--- config.mk ---
export PLATFORM = sky130hd
export DESIGN_NAME = pwm_ramp_ctrl_flat
export DESIGN_NICKNAME = d
export VERILOG_FILES = /design/src/rtl/pwm_pkg.sv /design/src/rtl/pwm_ramp_ctrl_if.sv /design/src/rtl/pwm.sv /design/src/rtl/pwm_ramp_ctrl.sv /design/src/flat_wrapper.sv
export SDC_FILE = /design/constraint.sdc
export NUM_CORES = 1
export LEC_CHECK = 0
export ABC_AREA = 1
export BUFFER_PORTS_ARGS = -buffer_cell sky130_fd_sc_hd__buf_2
export CORE_MARGIN = 3
export CORE_UTILIZATION = 53
export DETAILED_ROUTE_END_ITERATION = 6
export PLACE_DENSITY = 0.76
export RECOVER_POWER = 100
export SKIP_CTS_REPAIR_TIMING = 1
export SLEW_MARGIN = 20
export SYNTH_ARGS = -nofsm -noshare
export SYNTH_HDL_FRONTEND = slang
export SYNTH_HIERARCHICAL = 1
export SYNTH_SLANG_ARGS = --single-unit
--- constraint.sdc ---
create_clock -name clk -period 2.8 [get_ports clk]
set_clock_uncertainty 0.2 [all_clocks]
set_input_delay 0.14 -clock clk [delete_from_list [all_inputs] [get_ports clk]]
set_output_delay 0.14 -clock clk [all_outputs]
set_load 0.1 [all_outputs]
--- src/rtl/pwm_pkg.sv ---
// Shared definitions for the pwm duty sequencer: duty limits, frame length,
// FSM state encoding and the duty-to-pwm-select mapping.
package pwm_pkg;

    localparam logic [3:0] DUTY_MIN  = 4'd2;
    localparam logic [3:0] DUTY_MAX  = 4'd14;
    localparam int         FRAME_LEN = 16;

    typedef enum logic {
        IDLE = 1'b0,
        RAMP = 1'b1
    } state_t;

    // The pwm block encodes half duty (8 of 16) as select 0; every other legal
    // duty maps straight through. 1, 8 and 15 are never issued as selects.
    function automatic logic [3:0] duty_to_sel(input logic [3:0] duty);
        return (duty == 4'd8) ? 4'h0 : duty;
    endfunction

endpackage

--- src/rtl/pwm_ramp_ctrl_if.sv ---
// Control/status bundle between a CPU register block and the duty sequencer.
interface pwm_ramp_ctrl_if #(
    parameter int DW = 8
);
    logic          start;
    logic [3:0]    target;
    logic [DW-1:0] step_dwell;
    logic          abort;
    logic [3:0]    duty;
    logic          busy;
    logic          done;
    logic          err;

    modport master (
        output start, target, step_dwell, abort,
        input  duty, busy, done, err
    );

    modport slave (
        input  start, target, step_dwell, abort,
        output duty, busy, done, err
    );

endinterface

--- src/rtl/pwm.sv ---
// 16-clock-period PWM generator. Select n gives n high clocks per frame, with
// n==0 meaning 8. The select is latched at the frame boundary so a duty change
// never produces a truncated or stretched pulse.
module pwm
    import pwm_pkg::*;
#(
    parameter logic [3:0] N_RST = 4'd2
) (
    input  logic       clk,
    input  logic       reset,
    input  logic [3:0] n,
    output logic       pwm_o
);

    logic [3:0] cnt;
    logic [3:0] n_q;
    logic [3:0] on_cnt;

    assign on_cnt = (n_q == 4'h0) ? 4'd8 : n_q;

    // Frame counter, frame-aligned select latch and registered waveform.
    always_ff @(posedge clk or posedge reset) begin
        if (reset) begin
            cnt   <= 4'd0;
            n_q   <= N_RST;
            pwm_o <= 1'b0;
        end else begin
            cnt <= cnt + 4'd1;
            if (cnt == 4'(FRAME_LEN - 1)) begin
                n_q <= n;
            end
            pwm_o <= (cnt < on_cnt);
        end
    end

endmodule

--- src/rtl/pwm_ramp_ctrl.sv ---
// Duty-cycle sequencer: on start, walks the pwm duty one on-clock at a time
// toward the requested target, one step every dwell_lim PWM frames.
module pwm_ramp_ctrl
    import pwm_pkg::*;
#(
    parameter int         DW       = 8,
    parameter logic [3:0] DUTY_RST = 4'd2
) (
    input  logic            clk,
    input  logic            reset_n,
    pwm_ramp_ctrl_if.slave  bus,
    output logic            pwm_o
);

    state_t        state_q, state_nx;
    logic [3:0]    frame_cnt;
    logic          tick;
    logic [3:0]    duty_q, duty_nx;
    logic [3:0]    tgt_q, tgt_nx;
    logic [DW-1:0] lim_q, lim_nx;
    logic [DW-1:0] dcnt_q, dcnt_nx;
    logic          done_q, done_nx;
    logic          err_q, err_nx;
    logic          busy_q;
    logic          legal;
    logic [3:0]    pwm_sel;

    assign tick  = (frame_cnt == 4'(FRAME_LEN - 1));
    assign legal = (bus.target >= DUTY_MIN) && (bus.target <= DUTY_MAX);

    assign bus.duty = duty_q;
    assign bus.busy = busy_q;
    assign bus.done = done_q;
    assign bus.err  = err_q;

    assign pwm_sel = duty_to_sel(duty_q);

    // Free-running frame counter, aligned with the pwm instance's own frame.
    always_ff @(posedge clk or negedge reset_n) begin
        if (!reset_n) begin
            frame_cnt <= 4'd0;
        end else begin
            frame_cnt <= frame_cnt + 4'd1;
        end
    end

    // State, duty and ramp bookkeeping registers.
    always_ff @(posedge clk or negedge reset_n) begin
        if (!reset_n) begin
            state_q <= IDLE;
            duty_q  <= DUTY_RST;
            tgt_q   <= DUTY_RST;
            lim_q   <= DW'(1);
            dcnt_q  <= '0;
            done_q  <= 1'b0;
            err_q   <= 1'b0;
            busy_q  <= 1'b0;
        end else begin
            state_q <= state_nx;
            duty_q  <= duty_nx;
            tgt_q   <= tgt_nx;
            lim_q   <= lim_nx;
            dcnt_q  <= dcnt_nx;
            done_q  <= done_nx;
            err_q   <= err_nx;
            busy_q  <= (state_nx == RAMP);
        end
    end

    // Next-state logic: request acceptance in IDLE, dwell counting and duty
    // stepping in RAMP; abort wins over both tick and start.
    always_comb begin
        state_nx = state_q;
        duty_nx  = duty_q;
        tgt_nx   = tgt_q;
        lim_nx   = lim_q;
        dcnt_nx  = dcnt_q;
        done_nx  = 1'b0;
        err_nx   = 1'b0;
        case (state_q)
            IDLE: begin
                if (bus.start) begin
                    if (!legal) begin
                        err_nx = 1'b1;
                    end else if (bus.target == duty_q) begin
                        done_nx = 1'b1;
                    end else begin
                        tgt_nx   = bus.target;
                        lim_nx   = (bus.step_dwell == '0) ? DW'(1) : bus.step_dwell;
                        dcnt_nx  = '0;
                        state_nx = RAMP;
                    end
                end
            end
            RAMP: begin
                if (bus.abort) begin
                    state_nx = IDLE;
                end else if (tick) begin
                    if (dcnt_q + DW'(1) == lim_q) begin
                        dcnt_nx = '0;
                        duty_nx = (tgt_q > duty_q) ? duty_q + 4'd1 : duty_q - 4'd1;
                        if (duty_nx == tgt_q) begin
                            state_nx = IDLE;
                            done_nx  = 1'b1;
                        end
                    end else begin
                        dcnt_nx = dcnt_q + DW'(1);
                    end
                end
            end
            default: state_nx = IDLE;
        endcase
    end

    pwm #(
        .N_RST (duty_to_sel(DUTY_RST))
    ) u_pwm (
        .clk   (clk),
        .reset (!reset_n),
        .n     (pwm_sel),
        .pwm_o (pwm_o)
    );

endmodule

--- src/flat_wrapper.sv ---
// flat-port wrapper written by rule: the top's interface ports become plain ports
module pwm_ramp_ctrl_flat import pwm_pkg::*;
#(
    parameter int         DW       = 8,
    parameter logic [3:0] DUTY_RST = 4'd2
)
  (clk, reset_n, pwm_o, bus_start, bus_target, bus_step_dwell, bus_abort, bus_duty, bus_busy, bus_done, bus_err);
  pwm_ramp_ctrl_if #(.DW(DW)) bus_i ();
  input  logic clk;
  input  logic reset_n;
  output logic pwm_o;
  input wire logic [$bits(bus_i.start)-1:0] bus_start;
  input wire logic [$bits(bus_i.target)-1:0] bus_target;
  input wire logic [$bits(bus_i.step_dwell)-1:0] bus_step_dwell;
  input wire logic [$bits(bus_i.abort)-1:0] bus_abort;
  output wire logic [$bits(bus_i.duty)-1:0] bus_duty;
  output wire logic [$bits(bus_i.busy)-1:0] bus_busy;
  output wire logic [$bits(bus_i.done)-1:0] bus_done;
  output wire logic [$bits(bus_i.err)-1:0] bus_err;
  assign bus_i.start = bus_start;
  assign bus_i.target = bus_target;
  assign bus_i.step_dwell = bus_step_dwell;
  assign bus_i.abort = bus_abort;
  assign bus_duty = bus_i.duty;
  assign bus_busy = bus_i.busy;
  assign bus_done = bus_i.done;
  assign bus_err = bus_i.err;
  pwm_ramp_ctrl #(.DW(DW), .DUTY_RST(DUTY_RST)) u_core (.clk(clk), .reset_n(reset_n), .bus(bus_i), .pwm_o(pwm_o));
endmodule
==> impl_metrics.tcl, run 1 <==
set metrics [dict create \
    status "finished, violations left" \
    failed_checks "negative hold slack, negative setup slack" \
    crit_chain "inv_4 > ha_4 > nand2_2 > nand2_2 > nand2_2 > a21oi_2 > fa_2 > a21oi_2 > o21ai_1 > nor3_1 > nand3_1 > o21bai_1 > nand2_1" \
    leakage_uw 0.00148 \
    synth_seq_cells 40 \
    post_synth_and_or_nand_nor_area_fraction_pct 26.1 \
    max_slew_margin_pct 21.7 \
    critical-path-top-delay-family "adder cells" \
    yosys_warnings 6 \
    r2r_start "u_core/bus.duty[1]$_DFFE_PN1P_" \
    drt_iter0_drc 89 \
    synth_mux_area_share_pct 0 \
    htreeDepth 2 \
    place_area_um2 2600 \
    final_common_cell "nand2_1" \
    initial_core_util_pct 56.7 \
    crit_path_max_fanout 3 \
    min_period_ns 2.81 \
    min_path_type "in2reg" \
    whs_ns -0.0409 \
    reg2reg_to "u_core/bus.busy$_DFF_PN0_" \
    seq_area_frac_synth_pct 42.8 \
    worstSetupPathType "reg2reg" \
    pin_count 24 \
    drc 0 \
    setup_slack_ns -0.00802 \
    max_stage_delay_ns 0.63 \
    cap_violations 0 \
    critPathCapture "u_core/bus.busy$_DFF_PN0_" \
    fp.dieH_um 72.6 \
    die_w_um 72.6 \
    portBuffers 23 \
    peakVddDrop_mv 0.442 \
    num_rows 23 \
    cts_tree "built" \
    finalInstanceArea_um2 2860 \
    setup_viol 1 \
    grt_max_degree 21 \
    grt_pass1_vias 1873 \
    worst_pin_slew_ns 1.18 \
    ys_types 33 \
    synthToLayoutAreaGrowth_pct 21.7 \
    fin_crit_sh_pct 100 \
    core-area_um2 4140 \
    synthTopCellsByArea "dfrtp_1, nand2_1, inv_1" \
    final_util_pct 69.0 \
    syn_area_um2 2350 \
    clock_latency_ns 0.29 \
    nFillCells 356 \
    vias_per_cell 5.08 \
    cts_made_buffers 5 \
    vias 2038 \
    netlist_instances 304 \
    antenna_left 0 \
    antenna_cells 0 \
    clk_path_buf_depth 2 \
    cts.sinks 40 \
    final_cell_mix "nand2_1, inv_1, dfrtp_1, nand3_1, o21ai_0" \
    critical_path_arrival_ns 2.79 \
    cp_data_required_time_ns 2.78 \
    routedWlPerCell_um 12.7 \
    maxSlewViolCount 0 \
    grtUsageTotal_pct 20.9 \
    cellPowerDensity_nw_per_um2 565 \
    antenna_found_initial 0 \
    cp-start-kind "flip-flop" \
    reg2reg_depth 13 \
    drt_wl_total_um 5090 \
    synth-compound-area-share_pct 8.58 \
    synth_fp_nets 333 \
    cp.depth 13 \
    dp.final_hpwl_um 3690 \
    hold_viol 1 \
    fin_nets 379 \
    startpoint "u_core/bus.duty[1]$_DFFE_PN1P_" \
    end_kind "flip-flop" \
    synth_top_family_by_area "simple AND/OR/NAND/NOR gates" \
    clkTransAtPathRegs_ns 0.08 \
    worst-path-buf-inv 1 \
    crit_top_cell "nand2_2" \
    die-area_um2 5270 \
    synth_fa_ha_area_share_pct 7.25 \
    drtPass1Iterations 5 \
    synth_top_area_cell "dfrtp_1" \
    overflow 0 \
    fmax_mhz 356 \
    gp_congestion 0.875 \
    avgSynthCellArea_um2 7.73 \
    drive_above_1_share_pct 16.0 \
    synth_xor_area_share_pct 4.10 \
    cpMaxStageDelayCell "dfstp_4" \
    ff2ff_setup_slack_ns -0.008 \
    yosysTopAreaCellShare_pct 38.4 \
    grt_first_pass_wirelength_um 8630 \
    cts-root-buf "clkbuf_8" \
    rsz0062_at_grt "true" \
]
==> where the power goes <==
group	total, uW	switching, uW	internal (uW)
Sequential	686	50.3	635
Clock	471	206	265
Combinational	458	274	184
Total	1610	530	1080
==> layout make-up <==
class	count	area [um^2]	share of cell area (%)
multi-input cells	197	1130	39.7
clock buffers	6	72.6	2.54
clock inverters	2	35.0	1.23
flip-flops and latches	40	1020	35.6
inverters	60	228	7.97
well taps	50	62.6	2.19
repair buffers	46	307	10.7
==> sequential cells by signal, indices dropped and copies added, names as in the netlist <==
register and count:
u_core/bus.duty 4, u_core/bus.err 1, u_core/u_pwm/pwm_o 1, u_core/lim_q 8, u_core/u_pwm/cnt 4, u_core/frame_cnt 4, u_core/tgt_q 4, u_core/dcnt_q 8
u_core/bus.busy 1, u_core/bus.done 1, u_core/u_pwm/n_q 4
==> per-layer routing <==
| metal | share of wire, % | global-route usage [%] |
|---|---|---|
| met4 | 0.45 | 4.92 |
| met5 | 0 | 0 |
| met2 | 47 | 33.5 |
| met1 | 47 | 28.8 |
| met3 | 5.2 | 4.99 |
==> cell usage after synthesis <==
cell,number
dfrtp_1,36
nor3_2,1
clkbuf_1,5
nand2_2,2
nand3b_1,2
o21ai_2,1
a21oi_1,7
nor2_1,9
buf_4,1
a31oi_1,1
nor3_1,5
nand2_1,78
a21o_1,1
o21bai_1,1
nand3_1,27
nor2_2,1
ha_1,12
nand4_1,6
inv_1,59
fa_1,1
o21ai_0,20
a41oi_1,1
nand3_2,2
xor2_1,3
buf_6,1
nor2_4,1
dfstp_2,4
o31ai_1,1
xnor2_1,8
o21ai_1,4
nor4_1,1
inv_2,1
or2_2,1
==> stage by stage <==
step	instances	worst slack, ns	power [uW]	setup TNS [ns]	hold WS (ns)
global route	401	-0.144	1720	-0.257	-0.0000982
CTS	385	0.0372	1580	0	-0.476
floorplan	304	-0.0483	1000	-0.0483	-0.356
detailed placement	377	0.0408	1100	0	-0.157
global placement	377	0.108	1090	0	-0.163
finish	401	-0.00802	1610	-0.00802	-0.0409
==> cells by family after synthesis <==
logic type	Yosys count
adders and majority gates	13
DFF	40
and+or+nand+nor	136
buffers and inverters	67
AOI/OAI and AO/OA	37
xor gates and xnor gates	11
==> tightest hold or removal path, stage by stage <==
cell     delay [ns]
buf_2          0.12
inv_1          0.07
o21ai_0        0.08
==> worst min-delay path by stage <==
stage,from,endpoint,depth (start not counted)
after CTS,reset_n,u_core/lim_q[4]$_DFFE_PN0P_,1
after global routing,bus_target[3],u_core/tgt_q[3]$_DFFE_PN0P_,3
after detailed placement,reset_n,u_core/lim_q[4]$_DFFE_PN0P_,1
after floorplan,reset_n,u_core/bus.busy$_DFF_PN0_,0
after global placement,reset_n,u_core/lim_q[4]$_DFFE_PN0P_,1
final,bus_target[3],u_core/tgt_q[3]$_DFFE_PN0P_,3
Power figures use the tool's default switching activity.
==> run 2, diff against run 1 <==
Settings changed: CORE_ASPECT_RATIO set to 0.7.
==> run 2 against run 1 <==
  * The flow finishes with violations (negative setup slack)
  * Die area up 0.25%
  * Hold slack better by 0.30 ns
  * Critical path depth unchanged
  * Core utilization up 3.1 points
  * Cell count up 0.50%
  * Fmax down 2.4%
  * Cell area up 3.1%
  * Largest cell class unchanged
  * Sequential power about the same
  * Non-clock buffer count unchanged
  * Power up 8.3%
  * First-iteration DRC count up 100%
  * Global-route usage up 0.46 points
==> impl_metrics.tcl, run 2 (synthesis gave the netlist of run 1 again) <==
set metrics [dict create \
    fin_crit_sh_pct 103 \
    drc 0 \
    routedWlPerCell_um 14.3 \
    peakVddDrop_mv 0.410 \
    place_inst 378 \
    clk_path_buf_depth 2 \
    drt_iter0_drc 182 \
    final_common_cell "nand2_1" \
    hp-start "u_core/frame_cnt[0]$_DFF_PN0_" \
    max_stage_delay_ns 0.64 \
    cellPowerDensity_nw_per_um2 593 \
    power.internal_uw 1160 \
    grt_max_degree 23 \
    setup_slack_ns -0.0768 \
    grt_first_pass_wirelength_um 8580 \
    vias_per_cell 5.34 \
    drtPass1Iterations 5 \
    fmax_mhz 348 \
    max_slew_margin_pct 22.2 \
    core-area_um2 4090 \
    end_kind "flip-flop" \
    cp_data_required_time_ns 2.78 \
    vias 2154 \
    maxSlewViolCount 0 \
    finalInstanceArea_um2 2950 \
    finalPower_uw 1750 \
    min_period_ns 2.88 \
    cap_violations 0 \
    worstSetupPathType "reg2reg" \
    grtUsageTotal_pct 21.4 \
    cts-root-buf "clkbuf_8" \
    final_util_pct 72.0 \
    largest_registers "u_core/dcnt_q (8), u_core/lim_q (8)" \
    clock_latency_ns 0.29 \
    die-area_um2 5280 \
    antenna_found_initial 0 \
    pwr-share-clk_pct 29.6 \
    place_area_um2 2590 \
    pin_count 24 \
    failed_checks "negative setup slack" \
    clkTransAtPathRegs_ns 0.08 \
    stdcell_count 403 \
    setup_viol 2 \
    antenna_left 0 \
    cpMaxStageDelayCell "dfstp_4" \
    num_rows 19 \
    fp.dieH_um 61.7 \
    gp_congestion 0.862 \
    worst_pin_slew_ns 1.17 \
    p_switching_uw 589 \
    die_w_um 85.6 \
    htreeDepth 2 \
    portBuffers 23 \
    rsz0062_at_grt "true" \
    hold_viol 0 \
    crit_path_max_fanout 3 \
    sw_frac_of_total_pct 33.7 \
    min_path_type "reg2reg" \
    crit_top_cell "nand2_2" \
    dp.final_hpwl_um 3920 \
    power_frac_seq_pct 39.4 \
    synthToLayoutAreaGrowth_pct 25.4 \
    fin_nets 379 \
    crit_chain "inv_6 > ha_4 > nand2_2 > nand2_2 > nand2_4 > a21oi_4 > fa_2 > a21oi_2 > o21ai_1 > nor3_2 > nand3_2 > o21bai_1 > nand2_1" \
    cts.sinks 40 \
    combPwrFrac_pct 31.0 \
    drt_wl_total_um 5770 \
    critical_path_arrival_ns 2.86 \
    leakage_uw 0.00152 \
    drive_above_1_share_pct 20.2 \
    cts_made_buffers 5 \
    status "finished, violations left" \
    overflow 0 \
    antenna_cells 0 \
    grt_pass1_vias 1874 \
    initial_core_util_pct 57.4 \
    startpoint "u_core/bus.duty[1]$_DFFE_PN1P_" \
    r2r_start "u_core/bus.duty[1]$_DFFE_PN1P_" \
    cts_tree "built" \
    cp-start-kind "flip-flop" \
    final_cell_mix "nand2_1, inv_1, dfrtp_1, nand3_1, o21ai_0" \
]
## run 2: changes by cell type in the layout (fill, tap and decap cells not counted), sizes merged
cell         before  now
buf              21   25
clkbuf           17   13
clkinv            1    0
dlygate4sd3      14   15
## run 2: per-stage QoR
step                setup TNS (ns)  setup WS [ns]  hold slack, ns
floorplan                  -0.0483        -0.0483          -0.356
global route                -0.313         -0.172           0.297
detailed placement        -0.00406       -0.00406         -0.0691
CTS                              0        0.00538          -0.393
global placement                 0         0.0328         -0.0703
finish                      -0.119        -0.0768           0.262
## run 2: worst paths after layout
| check | slack, ns | cells past startpoint | endpoint |
|---|---|---|---|
| worst max-delay path | -0.08 | 13 | u_core/bus.busy$_DFF_PN0_ |
| worst min-delay path | 0.26 | 1 | u_core/frame_cnt[0]$_DFF_PN0_ |
| worst max register to register | -0.08 | 13 | u_core/bus.busy$_DFF_PN0_ |
| worst min register to register | 0.26 | 1 | u_core/frame_cnt[0]$_DFF_PN0_ |
| max in group asynchronous | 0.85 | 3 | u_core/dcnt_q[2]$_DFFE_PN0P_ |
| min in group asynchronous | 0.40 | 2 | u_core/lim_q[5]$_DFFE_PN0P_ |
## run 2: power groups by stage
stage / combinational [uW] / clock (uW) / sequential, uW
2_1_floorplan: 285 / 0 / 719
3_3_place_gp: 401 / 0 / 692
3_5_place_dp: 417 / 0 / 694
4_1_cts: 426 / 523 / 685
5_1_grt: 591 / 552 / 693
6_report: 542 / 517 / 689
## run 2: area by class of cell
class | instances | area, um^2
Multi-Input combinational cell | 197 | 1190
Fill cell | 299 | 1140
Sequential cell | 40 | 1020
Timing Repair Buffer | 46 | 315
Inverter | 60 | 233
Clock buffer | 7 | 96.3
Tap cell | 52 | 65.1
Clock inverter | 1 | 30.0
## run 2: metal layers
metal | global-route usage, % | share of wire [%] | vias up
met1 | 30.5 | 44 | 991
met4 | 6.09 | 2.8 | 0
met5 | 0 | 0 | -
li1 | - | - | 1054
met3 | 5.67 | 7.5 | 19
met2 | 32.6 | 46 | 90
## run 2: critical path, delay by kind of cell, from the launching register on
kind                       cells  cell delay (ns)
and+or+nand+nor                6             0.57
buffers and inverters          1             0.04
DFF                            1             0.64
adders and majority gates      2             0.75
AOI/OAI and AO/OA              4             0.56
==> run 3, diff against run 2 <==
Settings changed: CORE_UTILIZATION 53 to 55, PLACE_DENSITY 0.76 to 0.75.
Clock period 2.8 ns to 3.09 ns, I/O delays scaled along.
==> run 3 against run 2 <==
  * The run ends with negative hold slack, max-capacitance violations, max-slew violations left
  * Count of clock-buffer cells in the layout fell by 2
  * Clock power down 32%
  * Register-to-register slack improved by 0.23 ns
  * Power shrank 22%
  * Cell area shrank 6.1%
  * Largest cell class unchanged
==> impl_metrics.tcl, run 3 (synthesis gave the netlist of run 1 again) <==
set metrics [dict create \
    worst_pin_slew_ns 1.72 \
    antenna_left 0 \
    status "finished, violations left" \
    cap_violations 1 \
    clock_latency_ns 0.29 \
    crit_path_max_fanout 6 \
    drc 0 \
    fin_crit_sh_pct 94.9 \
    vias 2026 \
    end_kind "flip-flop" \
    antenna_cells 0 \
    grtUsageTotal_pct 20.0 \
    fp.dieH_um 60.7 \
    largest_registers "u_core/dcnt_q (8), u_core/lim_q (8)" \
    leakage_uw 0.00145 \
    dp_worst_setup_slack_ns 0.139 \
    core-area_um2 4020 \
    pwr-share-clk_pct 25.5 \
    clkTransAtPathRegs_ns 0.08 \
    num_rows 19 \
    hold_viol 1 \
    cts.sinks 40 \
    max_slew_margin_pct -14.4 \
    die_w_um 84.1 \
    min_period_ns 2.93 \
    grt_max_degree 33 \
    setup_viol 0 \
    clk_path_buf_depth 2 \
    fmax_mhz 341 \
    min_path_type "in2reg" \
    sw_frac_of_total_pct 34.8 \
    combPwrFrac_pct 29.4 \
    met1_usage_pct 30.7 \
    multi_input_area_um2 1090 \
    grt_pass1_vias 1680 \
    final_common_cell "nand2_1" \
    initial_core_util_pct 58.5 \
    cts-root-buf "clkbuf_8" \
    grt_first_pass_wirelength_um 7940 \
    seqCellArea_um2 1010 \
    grt.busiest_layer "met1" \
    die-area_um2 5100 \
    synthToLayoutAreaGrowth_pct 17.7 \
    cp_data_required_time_ns 3.07 \
    stdcell_count 399 \
    pin_count 24 \
    final_cell_mix "nand2_1, inv_1, dfrtp_1, nand3_1, o21ai_0" \
    fin_nets 375 \
    power_frac_seq_pct 45.1 \
    dp.final_hpwl_um 3690 \
    drive_above_1_share_pct 13.0 \
    p_switching_uw 476 \
    peakVddDrop_mv 0.385 \
    place_inst 375 \
    routedWlPerCell_um 12.8 \
    grt.met3_usage_pct 4.88 \
    cts_made_buffers 5 \
    nFillCells 324 \
    overflow 0 \
    final_util_pct 68.8 \
    setup_slack_ns 0.157 \
    drtPass1Iterations 4 \
    cp-start-kind "flip-flop" \
    cts_tree "built" \
    vias_per_cell 5.08 \
    whs_ns -0.0164 \
    failed_checks "negative hold slack, max-capacitance violations, max-slew violations" \
    antenna_found_initial 0 \
    htreeDepth 2 \
    maxSlewViolCount 33 \
    drt_iter0_drc 153 \
    gp_congestion 0.970 \
    power.internal_uw 894 \
    drt_wl_total_um 5120 \
    cellPowerDensity_nw_per_um2 496 \
    grt_use_met2_pct 28.2 \
    finalPower_uw 1370 \
    critical_path_arrival_ns 2.92 \
    portBuffers 23 \
    worstSetupPathType "reg2reg" \
]
## run 3: cell count changes in the layout (fill, tap and decap cells not counted), sizes merged
cell	previous run	this run
clkinv	0	3
clkbuf	13	15
bufinv	1	0
dlygate4sd3	15	14
buf	25	18
## run 3: layout make-up
| class | count | share of cell area [%] |
|---|---|---|
| multi-input cells | 197 | 39.5 |
| clock inverters | 3 | 0.679 |
| clock buffers | 5 | 2.49 |
| well taps | 52 | 2.35 |
| inverters | 60 | 8.14 |
| flip-flops and latches | 40 | 36.7 |
| repair buffers | 42 | 10.1 |
## run 3: path summary, 6_finish.rpt
path | from | endpoint | cells after the start | slack [ns]
setup / recovery | u_core/bus.duty[1]$_DFFE_PN1P_ | u_core/bus.busy$_DFF_PN0_ | 13 | 0.16
max in group asynchronous | reset_n | u_core/bus.duty[0]$_DFFE_PN0P_ | 2 | 0.93
hold / removal | bus_target[3] | u_core/tgt_q[3]$_DFFE_PN0P_ | 3 | -0.02
setup reg to reg | u_core/bus.duty[1]$_DFFE_PN1P_ | u_core/bus.busy$_DFF_PN0_ | 13 | 0.16
hold reg to reg | u_core/frame_cnt[0]$_DFF_PN0_ | u_core/frame_cnt[0]$_DFF_PN0_ | 1 | 0.26
min in group asynchronous | reset_n | u_core/lim_q[1]$_DFFE_PN0P_ | 2 | 0.64
## run 3: worst max-delay path: stages, from the launching register on
cell and delay [ns]:
dfstp_4 0.66, inv_1 0.09, ha_1 0.31, nand2_1 0.06, nand2_1 0.05, nand2_1 0.08
a21oi_2 0.22, fa_2 0.48, a21oi_1 0.12, o21ai_0 0.10, nor3_1 0.14, nand3_1 0.12
o21bai_1 0.14, nand2_1 0.07
## run 3: power groups by stage
stage / Sequential (uW) / Clock, uW / Combinational (uW)
after floorplan: 650 / 0 / 228
after global placement: 625 / 0 / 326
after detailed placement: 626 / 0 / 336
after CTS: 616 / 358 / 337
after global routing: 625 / 382 / 451
final: 618 / 349 / 403
## run 3: metal layers
metal,share of wire (%),vias up
li1,-,1040
met1,50,916
met2,42,66
met3,7.3,4
met4,0.80,0
met5,0,-
## run 3: through the flow
step / setup TNS [ns] / area (um^2)
after floorplan: 0 / 2360
after global routing: -0.0427 / 2770
final: 0 / 2770
after CTS: 0 / 2610
after detailed placement: 0 / 2520
after global placement: 0 / 2520
